[src/rtl/apple2_video_pkg.sv]
// Shared definitions for the video memory fetcher.
//   ADDR_W_DEF / DATA_W_DEF / MISS_W_DEF : default widths
//   FILL_DEF                             : byte shown when no fetched data is ready
//   fetch_state_t                        : fetcher FSM states
package apple2_video_pkg;
  localparam int ADDR_W_DEF = 16;
  localparam int DATA_W_DEF = 8;
  localparam int MISS_W_DEF = 8;
  localparam logic [7:0] FILL_DEF = 8'h00;

  typedef enum logic {
    IDLE = 1'b0,
    REQ  = 1'b1
  } fetch_state_t;
endpackage

[src/rtl/sat_counter.sv]
// Saturating up-counter with synchronous clear.
//   clk, rst_n : clock, async active-low reset
//   inc        : count up by one (holds at all-ones)
//   clr        : synchronous clear, wins over inc
//   count      : current value
module sat_counter #(
  parameter int W = 8
) (
  input  logic         clk,
  input  logic         rst_n,
  input  logic         inc,
  input  logic         clr,
  output logic [W-1:0] count
);
  logic [W-1:0] count_q, count_d;

  always_comb begin
    count_d = count_q;
    if (clr)                    count_d = '0;
    else if (inc && !(&count_q)) count_d = count_q + 1'b1;
  end

  always_ff @(posedge clk or negedge rst_n) begin
    if (!rst_n) count_q <= '0;
    else        count_q <= count_d;
  end

  assign count = count_q;
endmodule

[src/rtl/video_mem_fetcher.sv]
// Fetches one video byte per 1 MHz cycle from the RAM arbiter and presents it
// on Dl at the video shifter load strobe.
//   CLOCK_50, RESET      : system clock, async active-low reset
//   phase0               : 1 MHz phase, low = video half
//   ld194                : shifter load pulse; Dl updates on this edge
//   video_addr           : scan address captured on phase0 fall
//   mem_req/addr/ack/rdata : read handshake to the RAM arbiter
//   Dl                   : video data byte
//   fetch_busy           : request outstanding
//   miss_count/miss_clr  : saturating count of fetches aborted by phase0 rise
module video_mem_fetcher
  import apple2_video_pkg::*;
#(
  parameter int                ADDR_W = ADDR_W_DEF,
  parameter int                DATA_W = DATA_W_DEF,
  parameter logic [DATA_W-1:0] FILL   = DATA_W'(FILL_DEF),
  parameter int                MISS_W = MISS_W_DEF
) (
  input  logic              CLOCK_50,
  input  logic              RESET,
  input  logic              phase0,
  input  logic              ld194,
  input  logic [ADDR_W-1:0] video_addr,
  output logic              mem_req,
  output logic [ADDR_W-1:0] mem_addr,
  input  logic              mem_ack,
  input  logic [DATA_W-1:0] mem_rdata,
  output logic [DATA_W-1:0] Dl,
  output logic              fetch_busy,
  output logic [MISS_W-1:0] miss_count,
  input  logic              miss_clr
);
  fetch_state_t      state_q, state_d;
  logic              phase0_q;
  logic              req_q;
  logic [ADDR_W-1:0] addr_q, addr_d;
  logic [DATA_W-1:0] buf_q, buf_d;
  logic              bv_q, bv_d;
  logic [DATA_W-1:0] dl_q, dl_d;
  logic              fall, rise, ack_ok, miss_inc;

  assign fall   = phase0_q & ~phase0;
  assign rise   = ~phase0_q & phase0;
  // Acks outside REQ (including one arriving just after reset) are ignored.
  assign ack_ok = (state_q == REQ) & mem_ack;

  always_comb begin
    state_d  = state_q;
    addr_d   = addr_q;
    buf_d    = buf_q;
    bv_d     = bv_q;
    dl_d     = dl_q;
    miss_inc = 1'b0;
    case (state_q)
      IDLE: if (fall) begin
        addr_d  = video_addr;
        state_d = REQ;
      end
      REQ: begin
        // Ack wins over a coincident rise: data is accepted, no miss.
        if (mem_ack) state_d = IDLE;
        else if (rise) begin
          state_d  = IDLE;
          miss_inc = 1'b1;
        end
      end
      default: state_d = IDLE;
    endcase
    // A newer ack overwrites an unconsumed buffer.
    if (ack_ok) begin
      buf_d = mem_rdata;
      bv_d  = 1'b1;
    end
    if (ld194) begin
      if (ack_ok) begin
        dl_d = mem_rdata; // bypass: data consumed immediately
        bv_d = 1'b0;
      end else if (bv_q) begin
        dl_d = buf_q;
        bv_d = 1'b0;
      end else begin
        dl_d = FILL;
      end
    end
  end

  always_ff @(posedge CLOCK_50 or negedge RESET) begin
    if (!RESET) begin
      state_q  <= IDLE;
      phase0_q <= 1'b1; // no false fall right after release
      req_q    <= 1'b0;
      addr_q   <= '0;
      buf_q    <= '0;
      bv_q     <= 1'b0;
      dl_q     <= '0;
    end else begin
      state_q  <= state_d;
      phase0_q <= phase0;
      req_q    <= (state_d == REQ);
      addr_q   <= addr_d;
      buf_q    <= buf_d;
      bv_q     <= bv_d;
      dl_q     <= dl_d;
    end
  end

  sat_counter #(.W(MISS_W)) u_miss (
    .clk   (CLOCK_50),
    .rst_n (RESET),
    .inc   (miss_inc),
    .clr   (miss_clr),
    .count (miss_count)
  );

  assign mem_req    = req_q;
  assign fetch_busy = req_q;
  assign mem_addr   = addr_q;
  assign Dl         = dl_q;
endmodule

[config.mk]
export PLATFORM = sky130hd
export DESIGN_NAME = video_mem_fetcher
export DESIGN_NICKNAME = d
export VERILOG_FILES = /design/src/rtl/apple2_video_pkg.sv /design/src/rtl/sat_counter.sv /design/src/rtl/video_mem_fetcher.sv
export SDC_FILE = /design/constraint.sdc
export NUM_CORES = 1
export LEC_CHECK = 0
export ABC_AREA = 1
export CAP_MARGIN = 20
export CORE_ASPECT_RATIO = 2
export CORE_MARGIN = 2
export CORE_UTILIZATION = 50
export CTS_CLUSTER_DIAMETER = 120
export CTS_CLUSTER_SIZE = 25
export DETAILED_ROUTE_END_ITERATION = 12
export HOLD_SLACK_MARGIN = 0.02
export PLACE_DENSITY_LB_ADDON = 0.25
export RECOVER_POWER = 100
export SYNTH_ARGS = -nofsm -noshare
export SYNTH_HDL_FRONTEND = slang
export SYNTH_HIERARCHICAL = 1
export SYNTH_SLANG_ARGS = --single-unit
[constraint.sdc]
create_clock -name CLOCK_50 -period 2.2 [get_ports CLOCK_50]
set_input_delay 0.44 -clock CLOCK_50 [delete_from_list [all_inputs] [get_ports CLOCK_50]]
set_output_delay 0.44 -clock CLOCK_50 [all_outputs]
set_load 0.005 [all_outputs]
==> metrics.txt <==
Finished Layout Cells 373; Synth Cell Area between 0.002 and 0.0025 sq mm; diode count 0; Worst R2R Setup Slack 570 ps; Synth Net Count 287; CP Class input pin to flop; vias in the first global route 1783; Relative slew margins 22.61%; Layout area overhead 36.04%; Max-Cap Viols 0; DRT Pass-1 Iters 4; final-stage net count 352; maximum vdd drop 0.0005248 V; CTS Buf Count 5; FF-to-FF End u_miss/count[3]$_DFFE_PN0P_; Via density 4.831; grt ovf 0; top-count cell post-synth nand2_1; Root Buffer clkbuf_8; FF+latch count, synth 43; die height 94.21 microns; Final TNS setup 0 ps; Tot GR Track Use 22.37%; count of cell types in the netlist 23; clk buf depth 2; Clock Latency Late Sink 290 ps; Fin. Hold Viols 0; Final Cycle Share 87.12%; Slew @ Worst Pin 1161 ps; Max Slew Vio Count 0; Placer Congestion 0.8698; Worst Skew 6.589 ps; Hold/Removal Path Class input pin to asynchronous set/reset pin; H-Tree Depth 2; Synth area leader dfrtp_1; FFs w/ async S/R, synth between 90% and 100%; share of the synthesized area in the top cell type 51.66%; hpwl dp 3499 microns; die area 0.004626 sq mm; Worst R2R Path Depth 9; largest net degree at the start of global routing 34; CTS clk-pin slew, worst paths approximately 80 ps; routed length per instance between 10 and 15 microns; share of post-route cells with drive strength above 1 6.211%; sequential area share after synthesis between 50% and 60%; status finished, final reports clean; DR vias ~1800; initial antenna violation count 0; Primary FF master, synth dfrtp_1; PwrDens approximately 700 mW/mm^2; Area contributors post-synth dfrtp_1 (52%), nand2_1 (20%), inv_1 (6.8%); Post-synth top cells nand2_1 (106), dfrtp_1 (42), inv_1 (37); Remaining DRCs 0; first-pass GRT wire length between 7000 and 8000 microns; CP Capture Type flop; drt initial violations 30; yosys warns 6; Worst setup SP type input pin; Site Rows 32; EDFF count, synth 0; CTS sink count 43; CTS tree done; Synth Instances between 200 and 300; Die Wd 49.11 microns; I/O pin cnt 64; Setup Buffers After CTS 0; post-route minimum period 1917 ps; hold buffers post-CTS 0; RSZ-0062 raised after global routing false; port bufs 63; f_max ~0.52 GHz; Leak Pwr 1.537 nW; core area 0.003884 sq mm; syn_area_per_cell 7.947 sq um; Worst Path Required 2380 ps; maximum fanout along the worst path 6; Critical Path AT 2100 ps; initial core utilization a little over half; placed cell count 365; Filler cells approximately 340; Resized Gates After CTS 0; Detail Route Antenna Nets 0; FF-to-FF Start u_miss/count[0]$_DFFE_PN0P_; routed wire length between 4000 and 5000 microns; final setup fails 0
power by group:
part | switching (W) | internal, W
registers | 0.0000580 | 0.000896
logic | 0.000160 | 0.000191
clock network | 0.000264 | 0.000338
layout make-up:
type                            instances  area, sq um  area share [%]
Clock buffer                            5        68.82           2.486
Sequential cell                        43         1077           38.92
Tap cell                               51        63.81           2.306
Timing Repair Buffer                   67        645.6           23.33
Inverter                               38        143.9           5.199
Multi-Input combinational cell        166        724.4           26.18
Clock inverter                          3        43.79           1.582
flip-flops by register name, indices dropped and copies added (netlist names):
| register | flops |
|---|---|
| Dl | 8 |
| fetch_busy | 1 |
| u_miss/count | 8 |
| phase0_q | 1 |
| buf_q | 8 |
| bv_q | 1 |
| mem_addr | 16 |
cell usage in the layout (no fill, tap or decap):
cell type        count
dfrtp_1             42
clkbuf_1             2
ha_1                 1
o21ai_0             18
bufinv_16            1
o21bai_1             1
nor3_1               2
clkinv_4             1
nand2_2              2
or2_0                1
dlygate4sd3_1       34
dfstp_2              1
clkbuf_8             5
buf_4                1
clkbuf_2             2
nand3_2              1
clkinv_2             1
nand2_1            107
xor2_1               1
nor2_2               2
clkinvlp_2           1
a21oi_1              5
inv_1               37
nand2_4              2
nor2_1               8
nand3_1             15
clkdlybuf4s50_1     28
worst max-delay path: stages:
cell and delay [ps]:
dlygate4sd3_1 550, or2_0 240, nor3_1 230, nand2_2 120, nand2_4 100, clkinvlp_2 230, nand2_1 120, nand2_1 60
kinds of logic after synthesis:
| logic type | share of synthesized area, % |
|---|---|
| AND/OR/NAND/NOR | 28.91 |
| buffers and inverters | 11.07 |
| flip-flops | 52.95 |
| AO/OA/AOI/OAI | 6.027 |
| XOR/XNOR | 0.4306 |
| adder cells (fa/ha/maj) | 0.6149 |
per-stage QoR:
step	power, W	cell area, sq um	utilization [%]	hold WS, ps	setup slack (ps)
floorplan	0.001119	2034	-	144.4	686.0
global placement	0.001350	2685	69.14	437.7	253.4
detailed placement	0.001364	2685	69.14	441.0	214.6
CTS	0.001978	2798	72.04	116.6	390.2
global route	0.002029	2768	71.26	456.8	183.8
finish	0.001907	2768	71.26	350.4	283.4
layer usage:
layer	wire length [microns]	vias up	share of wire (%)	track usage (%)
met3	204	11	4.5	4.140
met2	2550	65	56	40.99
li1	-	901	-	-
met1	1690	825	37	24.21
met5	0	-	0	0
met4	107	0	2.4	10.24
worst max-delay path by stage:
stage,to,startpoint
final,u_miss/count[3]$_DFFE_PN0P_,mem_ack
after global routing,fetch_busy,fetch_busy$_DFF_PN0_
after CTS,fetch_busy,fetch_busy$_DFF_PN0_
after detailed placement,u_miss/count[7]$_DFFE_PN0P_,mem_ack
after global placement,u_miss/count[7]$_DFFE_PN0P_,mem_ack
after floorplan,u_miss/count[7]$_DFFE_PN0P_,mem_ack
Note: power is estimated with default switching activity, not from simulation.
==> RTL edit (same flow settings) <==
Reset style: synchronous (`RESET` and `rst_n`), changed in 2 clocked blocks. Comments in the files are not updated.
--- a/src/rtl/sat_counter.sv
+++ b/src/rtl/sat_counter.sv
@@ -22,3 +22,3 @@
 
-  always_ff @(posedge clk or negedge rst_n) begin
+  always_ff @(posedge clk) begin
     if (!rst_n) count_q <= '0;
--- a/src/rtl/video_mem_fetcher.sv
+++ b/src/rtl/video_mem_fetcher.sv
@@ -86,3 +86,3 @@
 
-  always_ff @(posedge CLOCK_50 or negedge RESET) begin
+  always_ff @(posedge CLOCK_50) begin
     if (!RESET) begin
Behaviour: differs if RESET is asserted again (counterexample within 4 cycles, from zero or initial values and one cycle with RESET low); with RESET held inactive, the same outputs for 10 cycles.
==> RTL edit against the original RTL <==
Highest routed layer unchanged. Power fell by 15%. Largest cell class is now multi-input combinational cells. Hold slack improved by 120 ps. Cell count rose by 7.0%. Sequential cell count did not move. Cell area fell by 3.5%. Wire length fell by 1.1%. Synthesized area fell by 4.0%. Fmax barely moved. Setup slack got worse by 0.84 ps. Clock power fell by 10%. Largest power group unchanged.
==> RTL edit: results (changes against the original RTL) <==
| Metric | Value |
|---|---|
| Adder-Cell Fraction of Synth Area | 0.641% (+0.026 points) |
| Max IR drop VDD | 0.551 mV (+5.0%) |
| Outcome | complete, no violations |
| Initial DRC count | 35 (+17%) |
| Fill cells | 330 (-2.7%) |
| Via/cell ratio | 4.74 (-1.8%) |
| Post-synthesis sequential area ratio | 44.1% (-8.9 points) |
| Power share of the combinational group | 15.0% (-3.4 points) |
| Delay-heaviest family, CP | buffers and inverters |
| Synth Area in Compound Gates | 6.41% (+0.38 points) |
| First-pass GRT wire length | 7250 µm (-9.4%) |
| Inverters | 33 (-13%) |
| Final worst clock skew | 1.55 ps (-5.04 ps) |
| Worst-path maximum fanout | 9 (+3) |
| Sequential cell count | 43 (unchanged) |
| Synth area leaders | dfxtp_1 (44%), nand2_1 (14%), nor2_1 (13%) |
| Pleak | 0.00125 µW (-19%) |
| FFs w/ async S/R, synth | 0% (-100 points) |
| Nets | 378 (+7.4%) |
| Worst-Margin Slew | 588 ps (-573 ps) |
| WP data arrival | 2150 ps (+50 ps) |
| Share of layout cells above drive strength 1 | 6.03% (-0.18 points) |
| Multi-Input Combinational | 197 (+19%) |
| Gp weighted congestion | 0.792 (-8.9%) |
| Clock buf/inv share | 3.75% (-0.32 points) |
RTL edit: final timing paths:
kind,start,cells past startpoint,to,slack [ps]
worst min register to register,buf_q[4],2,buf_q[4],470
worst max register to register,fetch_busy,9,u_miss/count[7],420
worst min-delay path,buf_q[4],2,buf_q[4],470
worst max-delay path,mem_ack,9,u_miss/count[7],280
RTL edit: metrics by stage:
| step | worst slack [ps] | instances | area [µm²] |
|---|---|---|---|
| after detailed placement | 292 | 391 | 2580 |
| after floorplan | 760 | 286 | 1950 |
| after CTS | 381 | 399 | 2690 |
| after global placement | 344 | 391 | 2580 |
| final | 283 | 399 | 2670 |
| after global routing | 180 | 399 | 2670 |
RTL edit: metal layers:
layer / wire length, µm / vias to the layer above / GRT usage (%)
met4: 139 / 0 / 12.8
li1: - / 989 / -
met2: 2540 / 60 / 40.0
met1: 1610 / 832 / 21.0
met5: 0 / - / 0
met3: 212 / 12 / 4.48
